`src/rtl/set_gen.sv`:
```
`timescale 1ns/1ps
`default_nettype none
// +--------------------------------------------------------------------------+
// | set_gen: pipelined GRIDxGRID lattice scan counting points that match a    |
// | set combination of up to three circles. Circle C: SET_THREE_CIRCLE_EN.   |
// | Revision: 1.0                                                            |
// +--------------------------------------------------------------------------+
module set_gen #(
   parameter int GRID = 8,
   parameter int CW   = 4,
   parameter int RW   = 4,
   parameter int CNTW = $clog2(GRID*GRID+1)
) (
   input  logic              clk,
   input  logic              rst,
   input  logic              en,
   input  logic [6*CW-1:0]   central,
   input  logic [3*RW-1:0]   radius,
   input  logic [2:0]        mode,
   output logic              busy,
   output logic              valid,
   output logic [CNTW-1:0]   candidate
);

`ifdef SET_THREE_CIRCLE_EN
   localparam int c_NC = 3;
`else
   localparam int c_NC = 2;
`endif
   localparam int        c_SW   = 2*CW+3;
   localparam logic [CW-1:0] c_GMAX = CW'(GRID);

   typedef enum logic [1:0] {
      IDLE  = 2'd0,
      SCAN  = 2'd1,
      DRAIN = 2'd2,
      DONE  = 2'd3
   } state_t;

   state_t          r_state, w_next;
   logic [CW-1:0]   r_x, r_y;
   logic [1:0]      r_drain;
   logic [2:0]      r_mode;
   logic            r_v1, r_v2;
   logic [CNTW-1:0] r_cand;
   logic [c_NC-1:0] w_flags;
   logic            w_start, w_last, w_sel;
   logic            w_a, w_b, w_c;

   assign w_start = en && (r_state == IDLE || r_state == DONE);
   assign w_last  = (r_x == c_GMAX) && (r_y == c_GMAX);

   always_ff @(posedge clk or posedge rst) begin
      if (rst) r_state <= IDLE;
      else     r_state <= w_next;
   end

   always_comb begin
      w_next = r_state;
      busy   = 1'b0;
      valid  = 1'b0;
      case (r_state)
         IDLE:  if (w_start) w_next = SCAN;
         SCAN:  begin
            busy = 1'b1;
            if (w_last) w_next = DRAIN;
         end
         DRAIN: begin
            busy = 1'b1;
            if (r_drain == 2'd2) w_next = DONE;
         end
         DONE:  begin
            valid  = 1'b1;
            w_next = w_start ? SCAN : IDLE;
         end
         default: w_next = IDLE;
      endcase
   end

   // Scan counters, pipeline valid bits and the accumulator
   always_ff @(posedge clk or posedge rst) begin
      if (rst) begin
         r_x     <= CW'(1);
         r_y     <= CW'(1);
         r_drain <= 2'd0;
         r_mode  <= 3'd0;
         r_v1    <= 1'b0;
         r_v2    <= 1'b0;
         r_cand  <= '0;
      end else begin
         r_v1    <= (r_state == SCAN);
         r_v2    <= r_v1;
         r_drain <= (r_state == DRAIN) ? r_drain + 2'd1 : 2'd0;
         if (w_start) begin
            r_x    <= CW'(1);
            r_y    <= CW'(1);
            r_mode <= mode;
            r_cand <= '0;
         end else begin
            if (r_state == SCAN) begin
               if (r_x == c_GMAX) begin
                  r_x <= CW'(1);
                  r_y <= r_y + CW'(1);
               end else begin
                  r_x <= r_x + CW'(1);
               end
            end
            if (r_v2 && w_sel) r_cand <= r_cand + CNTW'(1);
         end
      end
   end

   genvar gi;
   generate
      for (gi = 0; gi < c_NC; gi++) begin : g_circle
         logic [CW-1:0]          r_cx, r_cy;
         logic [RW-1:0]          r_r;
         logic signed [CW:0]     r_dx, r_dy;
         logic                   r_in;
         logic signed [c_SW-1:0] w_dxe, w_dye, w_sum;
         logic [2*RW-1:0]        w_r2;

         assign w_dxe = c_SW'(r_dx);
         assign w_dye = c_SW'(r_dy);
         assign w_sum = w_dxe*w_dxe + w_dye*w_dye;
         assign w_r2  = {{RW{1'b0}}, r_r} * {{RW{1'b0}}, r_r};
         assign w_flags[gi] = r_in;

         always_ff @(posedge clk or posedge rst) begin
            if (rst) begin
               r_cx <= '0;
               r_cy <= '0;
               r_r  <= '0;
               r_dx <= '0;
               r_dy <= '0;
               r_in <= 1'b0;
            end else begin
               if (w_start) begin
                  r_cx <= central[(6-2*gi)*CW-1 -: CW];
                  r_cy <= central[(5-2*gi)*CW-1 -: CW];
                  r_r  <= radius[(3-gi)*RW-1 -: RW];
               end
               if (r_state == SCAN) begin
                  r_dx <= $signed({1'b0, r_x}) - $signed({1'b0, r_cx});
                  r_dy <= $signed({1'b0, r_y}) - $signed({1'b0, r_cy});
               end
               r_in <= ({{(2*RW){1'b0}}, w_sum} <= {{c_SW{1'b0}}, w_r2});
            end
         end
      end
   endgenerate

   assign w_a = w_flags[0];
   assign w_b = w_flags[1];
`ifdef SET_THREE_CIRCLE_EN
   assign w_c = w_flags[2];
`else
   logic w_unused;
   assign w_c      = 1'b0;
   assign w_unused = ^{central[2*CW-1:0], radius[RW-1:0], w_c};
`endif

   always_comb begin
      w_sel = w_a ^ w_b;
      case (r_mode)
         3'b000: w_sel = w_a;
         3'b001: w_sel = w_a & w_b;
         3'b010: w_sel = w_a ^ w_b;
`ifdef SET_THREE_CIRCLE_EN
         3'b011: w_sel = (w_a & w_b & ~w_c) | (w_a & ~w_b & w_c) | (~w_a & w_b & w_c);
         3'b100: w_sel = w_a & w_b & w_c;
`endif
         default: w_sel = w_a ^ w_b;
      endcase
   end

   assign candidate = r_cand;

endmodule
`default_nettype wire

```
`config.mk`:
```
export PLATFORM = sky130hd
export DESIGN_NAME = set_gen
export DESIGN_NICKNAME = d
export VERILOG_FILES = /design/src/rtl/set_gen.sv
export SDC_FILE = /design/constraint.sdc
export NUM_CORES = 1
export LEC_CHECK = 0
export ABC_CLOCK_PERIOD_IN_PS = 6750
export CORE_UTILIZATION = 60
export CTS_CLUSTER_SIZE = 28
export DETAILED_ROUTE_END_ITERATION = 6
export GPL_TIMING_DRIVEN = 0
export PLACE_DENSITY = 0.81
export SLEW_MARGIN = 5
export SYNTH_ARGS = -nofsm -noshare
export SYNTH_HDL_FRONTEND = slang
export SYNTH_SLANG_ARGS = --single-unit
```
`constraint.sdc`:
```
create_clock -name clk -period 6.75 [get_ports clk]
set_clock_uncertainty 0.2 [all_clocks]
set_input_delay 1.35 -clock clk [delete_from_list [all_inputs] [get_ports clk]]
set_output_delay 1.35 -clock clk [all_outputs]
set_load 0.01 [all_outputs]
```
# Word-level counts from Yosys, hierarchy flattened
# Cells that the tools add are included.
[classes] n_mul=6 add_sub_neg=10 muxes=17 n_reduce_logical=12 eq_ne=10 n_lt_le_gt_ge=2 bitwise=2
[ops] cell="multiplier 5 x 5 -> 10 bit" count=4
[ops] cell="2-to-1 mux 4 bit" count=6
[ops] cell="adder 10 x 10 -> 11 bit" count=2
[ops] cell="less-or-equal comparator 11 x 8 -> 1 bit" count=2
[ops] cell="subtractor 4 x 4 -> 5 bit" count=4
[ops] cell="multiplier 4 x 4 -> 8 bit" count=2
[ops] cell="2-to-1 mux 7 bit" count=2
[ops] cell="adder 4 x 1 -> 4 bit, second input constant" count=2
[ops] cell="== test 4 bit, second input constant" count=2
[ops] cell="2-to-1 mux 2 bit" count=4
[ops] cell="one-hot mux 2 bit (4 select lines)" count=1
[ops] cell="adder 7 x 1 -> 7 bit, second input constant" count=1
[ops] cell="== test 2 bit, second input constant" count=3
[ops] cell="inequality test 2 bit, second input constant" count=3
[ops] cell="nonzero test 2 bit" count=3
[ops] cell="== test 3 x 1 -> 1 bit, second input constant" count=1
[ops] cell="logical AND 1 bit" count=3
[ops] cell="logical NOT 3 bit" count=1
[ops] cell="2-to-1 mux 1 bit" count=3
[ops] cell="AND reduction 3 bit" count=1
[ops] cell="adder 2 x 1 -> 2 bit, second input constant" count=1
[ops] cell="== test 2 x 1 -> 1 bit, second input constant" count=1
[ops] cell="logical NOT 2 bit" count=1
[ops] cell="one-hot mux 1 bit (2 select lines)" count=1
[ops] cell="other kinds (5)" count=5
[word_totals] register_bits=70 in_bits=42 elab_cells=79 out_inout_bits=9

# Logic depth before layout (Yosys ltp)
# Gate-level depths: netlist (run 1).
[depth] depth_word=5 mapped_depth=21 mapped_depth_nobuf=21

# Worst setup path after synthesis (run 1)
# OpenSTA, ideal clock, no wires.
[synth_path] kind="register -> register" from="register g_circle[0].r_dy[4]" to="register g_circle[0].r_in" required_ns=6.449 setup_slack_ns=1.404 arrival_ns=5.045 stages_incl_launch_ff=19 n_path_buf=0 setup_ns=0.101 synth_period_minus_slack_ns=5.346 cell_sequence="dfrtp_1 > nand2_1 > inv_1 > fa_1 > inv_1 > fa_1 > fa_1 > inv_1 > fa_1 > fa_1 > ha_1 > a21o_1 > a21oi_1 > xnor2_1 > ha_1 > nor2b_1 > o31a_1 > o22a_1 > nor4_1"
[synth_between] elab_chain_cells=3
[synth_rtl] item="start: declaration" line="118" rtl="logic signed [CW:0] r_dx, r_dy;"
[synth_rtl] item="start signal: assignment" line="145" rtl="r_dy <= $signed({1'b0, r_y}) - $signed({1'b0, r_cy});"
[synth_rtl] item="multiplier 5 x 5 -> 10 bit" line="125" rtl="assign w_sum = w_dxe*w_dxe + w_dye*w_dye;"
[synth_rtl] item="adder 10 x 10 -> 11 bit" line="125"
[synth_rtl] item="less-or-equal comparator 11 x 8 -> 1 bit" line="147" rtl="r_in <= ({{(2*RW){1'b0}}, w_sum} <= {{c_SW{1'b0}}, w_r2});"
[synth_rtl] item="end signal: assignment" line="147"
[synth_rtl] item="end: declaration" line="119" rtl="logic r_in;"
# Every way passes these cells.
# A chain may end at the register's enable or synchronous reset.

# Worst setup path in the final report (run 1)
# Ends and elaborated chain as after synthesis.

==> results by group, run 1 <==
Clocking
  – PostCTS Resize Cnt: 0
  – Inserted Clock Buffers: 9
  – Max clock buf depth: 2
  – Number of post-CTS setup repair buffers: 0
  – Worst-Skew Late Latency: 0.33 ns
  – Htree depth: 3
  – CTS tree: yes
  – Hold-fix buffers, CTS: 0
  – Clk sinks: 70
  – Clk pin slew, worst setup/hold paths: 0.06 ns
  – Root buffer cell: clkbuf_16

Yosys
  – Syn Std Cell Area: 0.00767 mm²
  – Commonest cells in the netlist: inv_1, ha_1, nand2_1
  – Most used DFF post-synth: dfrtp_1
  – #FFs+latches synth: 70
  – Mapped Avg Cell Area: roughly 9.5 µm²
  – Library cells used by synthesis: 47
  – Area leader, netlist: dfrtp_1
  – Async SR Flop Fraction: 1.00
  – EDFF count, synth: 0
  – Part of the Yosys area used for sequential elements: 0.229
  – Count leader, synth: inv_1
  – Synthesis warning total: 0
  – Post-synth net total: 1044
  – Synth top area share: 0.222
  – Synth top area cells: dfrtp_1, fa_1, ha_1
  – Synth Instances: ~810

Global routing
  – Tot GR Track Use: 0.268
  – GRT overflow: 0
  – First-pass GRT wire length: 27500 µm
  – Vias in the first global route: 5932
  – Initial antenna violation count: 0
  – Pin count of the biggest net entering global routing: slightly above 70

STA
  – Final-report max-slew violation count: 0
  – Fmax: roughly 0.16 GHz
  – Final period util: 0.950
  – Final Critical Period: between 6 and 7 ns
  – Pin slew with the least headroom to its limit: a little under 1 ns
  – RSZ-0062 raised after global routing: false
  – Final setup viols: 0
  – Sum Neg Setup Slack: 0 ns
  – Slew headroom: 0.352
  – Hold Violations, Final: 0
  – Worst hold slack: 0.171 ns

Critical path
  – CP startpoint kind: register
  – Critical Path RT: 6.68 ns
  – Flop2flop setup slack: between 0.3 and 0.4 ns
  – CP Capture Type: register
  – Critical path arrival: 6.34 ns
  – Critical path class: register to register
  – Crit Path Max Fanout: 8

Route
  – Post-route DRC: 0
  – DRT iter0 DRCs: 354
  – Post-DRT Antenna Nets: 0
  – Vias per inst: approximately 5.4
  – Post-DR wirelength/cell: roughly 16 µm
  – First drt pass iteration count: 4
  – Vias: 5580
  – Routed wire length: 16000 µm

Placement
  – IO Port Bufs: 38
  – Placed insts: 1015
  – Post-DP HPWL: 12600 µm
  – Final RePlAce weighted congestion: 0.900

Floorplanning
  – Std-Cell Rows: 40
  – Die area: 0.0132 mm²
  – Die Ht: about 120 µm
  – Die width: 115 µm
  – CORE AREA: 0.0122 mm²
  – # IOs: 51
  – Starting Density: 0.628

Job
  – Max-cap check violation count: 0

Cells and area
  – Nets@finish: 1093
  – P&R area growth vs syn: 12.3%
  – # diodes: 0
  – Share of cells above drive strength 1: 0.0417
  – Layout Cells excl Fill: about 1.0k

Worst hold path
  – Hold Crit Class: register to register

Outcome
  – Status: complete, no violations
worst paths after layout:
check	end	cells after the start	startpoint
worst min register to register	r_v2$_DFF_PP0_	0	r_v1$_DFF_PP0_
worst max-delay path	g_circle[0].r_in$_DFF_PP0_	18	g_circle[0].r_dy[4]$_DFFE_PP0P_
worst max register to register	g_circle[0].r_in$_DFF_PP0_	18	g_circle[0].r_dy[4]$_DFFE_PP0P_
min in group asynchronous	r_drain[1]$_DFF_PP0_	2	rst
worst min-delay path	r_v2$_DFF_PP0_	0	r_v1$_DFF_PP0_
max in group asynchronous	g_circle[1].r_cy[0]$_DFFE_PP0P_	2	rst
layout by cell type (no fill, tap or decap), types with 2 or more instances in the layout:
master / netlist / layout
inv_1: 163 / 162
ha_1: 109 / 109
nand2_1: 90 / 90
fa_1: 84 / 84
dfrtp_1: 68 / 68
xnor2_1: 38 / 38
clkdlybuf4s50_1: 0 / 38
nor2_1: 35 / 35
a21oi_1: 33 / 33
and2_1: 31 / 31
o21ai_0: 27 / 27
nor2b_1: 14 / 14
xor2_1: 14 / 14
a21o_1: 14 / 14
clkbuf_1: 12 / 12
nand2b_1: 12 / 12
clkbuf_16: 0 / 9
mux2_2: 7 / 7
nand3_1: 6 / 6
nand3b_1: 4 / 4
a31oi_1: 4 / 4
o21bai_1: 3 / 3
nand4b_1: 3 / 3
bufinv_16: 0 / 3
and4_4: 2 / 2
mux2i_1: 2 / 2
a2111oi_2: 2 / 2
a211o_1: 2 / 2
o21a_1: 2 / 2
o31ai_1: 2 / 2
nand4_1: 2 / 2
o31a_1: 2 / 2
o22a_1: 2 / 2
or2_2: 2 / 2
nor3_1: 2 / 2
clkinv_4: 0 / 2
dfstp_2: 2 / 2
logic make-up (layout without fill, tap and decap cells):
group | count (synthesis) | in the layout | synth area share
buffers and inverters | 176 | 230 | 0.0862
flip-flops | 70 | 70 | 0.229
adder cells (fa/ha/maj) | 193 | 193 | 0.397
multiplexers | 10 | 10 | 0.0148
AND/OR/NAND/NOR | 210 | 210 | 0.133
AO/OA/AOI/OAI | 98 | 98 | 0.0806
XOR/XNOR | 52 | 52 | 0.0594
cell type report:
class                      instances  area (µm²)
clock inverter                     7         121
inverter                         163         614
fill                             920        3600
clock buffer                       9         225
buffer                            13        48.8
timing repair buffer              38         380
multi-input combinational        563        5250
tap                              168         210
sequential                        70        1750
critical path: stages (launching register included):
cell     delay [ns]
dfrtp_1        0.49
nand2_1        0.20
inv_1          0.15
fa_1           0.55
inv_1          0.05
fa_1           0.45
fa_1           0.51
inv_1          0.05
fa_1           0.50
fa_1           0.54
ha_1           0.32
a21o_1         0.18
a21oi_1        0.23
xnor2_1        0.17
ha_1           0.27
nor2b_1        0.13
o31a_1         0.27
o22a_1         0.20
nor4_1         0.74
per-stage QoR:
stage	instance area [µm²]	util	setup WS, ns
final	8610	0.705	0.340
after detailed placement	8260	0.676	0.464
after global routing	8610	0.705	0.117
after floorplan	7670	-	1.40
after CTS	8610	0.705	0.410
after global placement	8260	0.676	0.459
metal layers:
layer  global-route usage  part of all wire
met5                    0                 0
met4               0.0857             0.025
met2                0.459              0.50
met1                0.347              0.44
met3               0.0443             0.042
state kept, by name (all words and copies together), names as in the netlist:
register / count
g_circle.r_cx: 8
candidate: 7
g_circle.r_dx: 10
g_circle.r_cy: 8
r_state: 2
g_circle.r_in: 2
r_x: 4
g_circle.r_dy: 10
r_mode: 3
g_circle.r_r: 8
r_drain: 2
r_y: 4
r_v2: 1
r_v1: 1
Power of run 1 is left out: the tool's default activity adds up to more than one toggle a clock period on the data nets, which glitch-free logic cannot reach.
==> run 2, diff against run 1 <==
--- a/config.mk
+++ b/config.mk
@@ -7,6 +7,7 @@
 export LEC_CHECK = 0
 export ABC_CLOCK_PERIOD_IN_PS = 6750
 export CORE_UTILIZATION = 60
+export CTS_CLUSTER_DIAMETER = 80
 export CTS_CLUSTER_SIZE = 28
 export DETAILED_ROUTE_END_ITERATION = 6
 export GPL_TIMING_DRIVEN = 0
==> results of run 2 <==
No change in the layout: final DEF, timing and power equal those of run 1.
Power of run 2 is left out for the same reason.
